===== src/rtl/counter_pkg.sv =====
// Shared definitions for the counter family (up counter, down timer).
// Holds the down-timer state encoding and a helper that sizes prescaler
// phase counters.
package counter_pkg;

    typedef enum logic [1:0] {
        IDLE = 2'd0,
        RUN  = 2'd1,
        DONE = 2'd2
    } down_timer_state_t;

    // Prescaler phase width: $clog2(PRESCALE), never narrower than one bit,
    // so PRESCALE=1 still gets a legal (constant-zero) phase register.
    function automatic int prescale_width(input int prescale);
        int w;
        w = $clog2(prescale);
        return (w < 1) ? 1 : w;
    endfunction

endpackage


===== src/rtl/tick_prescaler.sv =====
// Tick prescaler: emits a single-cycle tick every PRESCALE enabled cycles.
// The tick is combinational on the cycle the phase reaches PRESCALE-1; the
// phase then wraps to 0. en=0 freezes the phase, clr forces it to 0.
module tick_prescaler
    import counter_pkg::*;
#(
    parameter int PRESCALE = 1
) (
    input  logic clk,
    input  logic rst,
    input  logic clr,
    input  logic en,
    output logic tick
);

    localparam int PW = prescale_width(PRESCALE);
    localparam logic [PW-1:0] LAST = PW'(PRESCALE - 1);

    logic [PW-1:0] phase;

    assign tick = en && (phase == LAST);

    // Phase counter: cleared by reset or clr, advances only while enabled.
    always_ff @(posedge clk) begin
        if (rst || clr) begin
            phase <= '0;
        end else if (en) begin
            phase <= tick ? '0 : phase + PW'(1);
        end
    end

endmodule


===== src/rtl/down_timer.sv =====
// Loadable down-counting timer with prescaled decrement and a one-cycle
// terminal-count pulse.
// Optional feature: define DOWN_TIMER_AUTO_RELOAD_EN for periodic mode, where
// the terminal tick reloads the last loaded value and the timer keeps running.
module down_timer
    import counter_pkg::*;
#(
    parameter int WIDTH    = 4,
    parameter int PRESCALE = 1
) (
    input  logic             clk,
    input  logic             rst,
    input  logic             load_valid,
    input  logic [WIDTH-1:0] load_value,
    output logic             load_ready,
    input  logic             en,
    input  logic             stop,
    output logic [WIDTH-1:0] count,
    output logic             busy,
    output logic             tc_pulse
);

    down_timer_state_t state;
    logic              tick;
    logic              presc_clr;
    logic              presc_en;

`ifdef DOWN_TIMER_AUTO_RELOAD_EN
    logic [WIDTH-1:0]  reload;
`endif

    // The prescaler only runs in RUN; leaving RUN or a stop restarts its phase.
    assign presc_clr  = (state != RUN) || stop;
    assign presc_en   = en && (state == RUN);
    assign load_ready = (state == IDLE);

    tick_prescaler #(
        .PRESCALE (PRESCALE)
    ) u_prescaler (
        .clk  (clk),
        .rst  (rst),
        .clr  (presc_clr),
        .en   (presc_en),
        .tick (tick)
    );

    // Timer FSM with registered count, busy and terminal-count pulse.
    always_ff @(posedge clk) begin
        if (rst) begin
            state    <= IDLE;
            count    <= '0;
            busy     <= 1'b0;
            tc_pulse <= 1'b0;
        end else begin
            tc_pulse <= 1'b0;
            case (state)
                IDLE: begin
                    if (load_valid) begin
                        count <= load_value;
`ifdef DOWN_TIMER_AUTO_RELOAD_EN
                        reload <= load_value;
`endif
                        if (load_value != '0) begin
                            state <= RUN;
                            busy  <= 1'b1;
                        end else begin
                            // A zero load terminates immediately.
                            state    <= DONE;
                            tc_pulse <= 1'b1;
                        end
                    end
                end
                RUN: begin
                    if (stop) begin
                        // Abort keeps the current count visible; no pulse even
                        // if this was the terminal tick.
                        state <= IDLE;
                        busy  <= 1'b0;
                    end else if (tick) begin
                        if (count == WIDTH'(1)) begin
                            tc_pulse <= 1'b1;
`ifdef DOWN_TIMER_AUTO_RELOAD_EN
                            count <= reload;
`else
                            count <= '0;
                            state <= DONE;
                            busy  <= 1'b0;
`endif
                        end else if (count != '0) begin
                            count <= count - WIDTH'(1);
                        end
                    end
                end
                DONE: begin
                    state <= IDLE;
                end
                default: begin
                    state <= IDLE;
                    busy  <= 1'b0;
                end
            endcase
        end
    end

endmodule

===== config.mk =====
export PLATFORM = sky130hd
export DESIGN_NAME = down_timer
export DESIGN_NICKNAME = d
export VERILOG_FILES = /design/src/rtl/counter_pkg.sv /design/src/rtl/tick_prescaler.sv /design/src/rtl/down_timer.sv
export SDC_FILE = /design/constraint.sdc
export NUM_CORES = 1
export LEC_CHECK = 0
export CORE_MARGIN = 2
export CORE_UTILIZATION = 39
export DETAILED_ROUTE_END_ITERATION = 6
export PLACE_DENSITY = 0.69
export SYNTH_ARGS = -nofsm -noshare
export SYNTH_HDL_FRONTEND = slang
export SYNTH_SLANG_ARGS = --single-unit

===== constraint.sdc =====
create_clock -name clk -period 1.65 [get_ports clk]
set_input_delay 0.33 -clock clk [delete_from_list [all_inputs] [get_ports clk]]
set_output_delay 0.33 -clock clk [all_outputs]
set_load 0.02 [all_outputs]

==> reports/results.tsv <==
stage	metric	value	unit
finish	multi_input_area	370	sq um
drt	drt-initial-drc-count	15	
global_route	grt_pass1_vias	504	
status	status	complete, but fails checks	
power	finalPower	0.646	mW
power	ir_drop	0.514	mV
finish	final_util	65.2	%
power	leakage	0.339	nW
drt	wl	1380	um
setup_path	worst_ep_arrival_time	1860	ps
finish	fillers	108	
cts	cts_root_buffer	clkbuf_4	
cts	cts_buffers	3	
yosys	yosys-top-cells-count	9 x dfxtp_1, 6 x nor2_1, 4 x inv_1	
power	p_per_area	771	nW/um^2
timing	setup_ws	-25.9	ps
setup_path	worst-setup-path-type	register to register	
floorplan	die-height	40.7	um
yosys	syn_area	524	sq um
timing	period_minus_slack	1680	ps
finish	nets	96	
drt	drcViolationCount	0	
floorplan	rows	13	
timing	finalSetupViolCount	2	
global_route	grt_max_degree	8	
timing	fin_crit_sh	102	%
global_route	grt_overflow_total	0	
timing	holdWs	468	ps
timing	fin_skew	7.92	ps
cts	cts_tree	built	
placed_design	dp_hpwl	993	um
cts	clock-sinks	9	
floorplan	start_util	40.8	%
yosys	yosysSeqAreaShare	34.4	%
yosys	async_reset_ff_share	0	%
flow_run	cap_viol_max_count	0	
yosys	synthDistinctLibCells	31	
drt	met1_length	597	um
yosys	yosys_warnings	0	
drt	met3_length	100	um
hold_path	hp-class	register to register	
status	violations	negative setup slack	
timing	slew_headroom	70.1	%
yosys	synth-edff-count	0	
timing	hold_viol_final	0	
floorplan	io_pins	16	
drt	wire_per_inst	13.9	um
global_route	grt_use_total	21.5	%
timing	worst_slew_pin_slew	445	ps
yosys	synthCells	58	
yosys	synth.top_cell.area_share	34.4	%
finish	antennaDiodeCount	0	
setup_path	critPathCaptureType	register	
yosys	dominantRegCellSynth	dfxtp_1	
yosys	synth-seq-cells	9	
finish	seq_area	188	sq um
cts	clk_latency	260	ps
setup_path	crit_fanout	7	
setup_path	start_kind	register	
yosys	avgSynthCellArea	9.04	sq um
timing	fmax	0.597	GHz
drt	via_per_inst	5.55	
placed_design	gp_congestion	0.749	
yosys	netlist_top_cells_area	dfxtp_1 34%, a211oi_2 4.8%, ha_1 4.8%, nor2_1 4.3%, a2111oi_1 3.8%	
setup_path	crit_required	1830	ps
cts	path_clk_slew	60	ps
placed_design	post-place-ws	-191	ps
yosys	syn_nets	69	
timing	slew_viol_final	0	
floorplan	die-area	1650	sq um
cts	cts.htree.levels	1	
finish	area_growth	59.9	%
global_route	grt_pass1_wl	2190	um
drt	wl_met2	641	um
cts	clockBufferDepth	2	
floorplan	core	1280	sq um
floorplan	die_width	40.7	um
yosys	synth_most_common_cell	dfxtp_1	
yosys	yosys.area.top_type	dfxtp_1	
drt	ant_nets	0	
placed_design	port_buffers	15	
timing	rsz0062_at_grt	yes	
global_route	grt_antenna_before_repair	0	
cts	cts_hold_buf	0	
drt	num_vias	549	
drt	routed.top_layer	met4	
drt	dr.pass1.iters	4	
finish	drive_gt1_share	29.8	%
-- layout make-up --
cell class              instances  share of cell area, %
multi-input cells              43                   44.2
repair buffers                 24                   25.7
flip-flops and latches          9                   22.4
clock buffers                   4                   3.13
inverters                       4                   2.39
well taps                      15                   2.24
-- power breakdown --
| part | leakage [nW] | switching (mW) | internal [mW] | total (mW) |
|---|---|---|---|---|
| clock network | 0.0150 | 0.0774 | 0.0931 | 0.171 |
| logic | 0.249 | 0.101 | 0.118 | 0.219 |
| registers | 0.0752 | 0.0239 | 0.233 | 0.257 |
-- cell families after synthesis --
kind of cell	count (synthesis)	share of synthesized area, %
AO/OA/AOI/OAI	16	26.3
XOR/XNOR	1	1.67
adder cells (fa/ha/maj)	2	4.77
buffers and inverters	6	4.53
flip-flops	9	34.4
AND/OR/NAND/NOR	24	28.4
-- worst paths after layout --
| path | from | endpoint | slack, ps | cells after the start |
|---|---|---|---|---|
| setup / recovery | count[1] | count[2] | -30 | 6 |
| hold / removal | busy | busy | 470 | 2 |
| setup reg to reg | count[1] | count[2] | -30 | 6 |
| hold reg to reg | busy | busy | 470 | 2 |
-- per-layer routing --
layer,vias to the layer above,GRT usage (%)
met5,-,0
li1,267,-
met4,0,15.0
met3,7,4.89
met1,247,23.7
met2,28,36.1
-- flip-flops by register name (all words and copies together) (netlist names) --
register and count:
state 2, count 4, tc_pulse 1, u_prescaler.phase 1
busy 1
-- stage by stage --
| stage | instances | instance area, sq um | TNS [ps] |
|---|---|---|---|
| 2_1_floorplan | 58 | 529 | 0 |
| 3_3_place_gp | 93 | 742 | -463 |
| 3_5_place_dp | 93 | 742 | -569 |
| 4_1_cts | 98 | 803 | -15.3 |
| 5_1_grt | 99 | 838 | -138 |
| 6_report | 99 | 838 | -33.1 |
-- cell usage in the layout (no fill, tap or decap) --
cell type | synthesis | routed
clkdlybuf4s50_1 | 0 | 10
a211oi_1 | 1 | 1
or2_4 | 0 | 1
inv_1 | 4 | 2
dfxtp_4 | 0 | 2
a2111oi_1 | 2 | 1
nor4_1 | 1 | 1
a2111o_1 | 1 | 1
o21ai_1 | 1 | 1
nor3b_2 | 0 | 1
a221oi_1 | 1 | 1
or4b_4 | 1 | 1
nor2_1 | 6 | 6
and3_1 | 1 | 1
a21oi_1 | 3 | 3
a22oi_1 | 1 | 1
and2_1 | 1 | 1
o21bai_1 | 1 | 1
o21ai_0 | 1 | 1
dfxtp_1 | 9 | 7
buf_4 | 0 | 9
clkbuf_4 | 0 | 3
dlymetal6s2s_1 | 0 | 1
xnor2_1 | 1 | 1
dlygate4sd2_1 | 0 | 4
a21oi_4 | 1 | 1
nand2b_1 | 3 | 3
and3b_1 | 1 | 1
inv_4 | 0 | 2
a2111oi_4 | 0 | 1
ha_4 | 0 | 2
clkbuf_1 | 0 | 1
nor2b_1 | 2 | 2
o31a_1 | 1 | 1
or3_1 | 2 | 2
and4bb_1 | 1 | 1
a211oi_2 | 2 | 2
nor3_1 | 3 | 3
-- critical path: stages, from the launching register on --
cell and delay, ps:
dfxtp_4 360, inv_4 50, ha_4 150, or4b_4 490
a21oi_4 250, a2111oi_1 100, a211oi_2 190
-- what timing repair did --
action,in CTS,in global routing
endpoints found under the setup margin,6,4
pin swaps,1,2
hold endpoints to repair,0,0
resized for setup,13,5
setup buffers,1,1
Power figures use the tool's default switching activity.
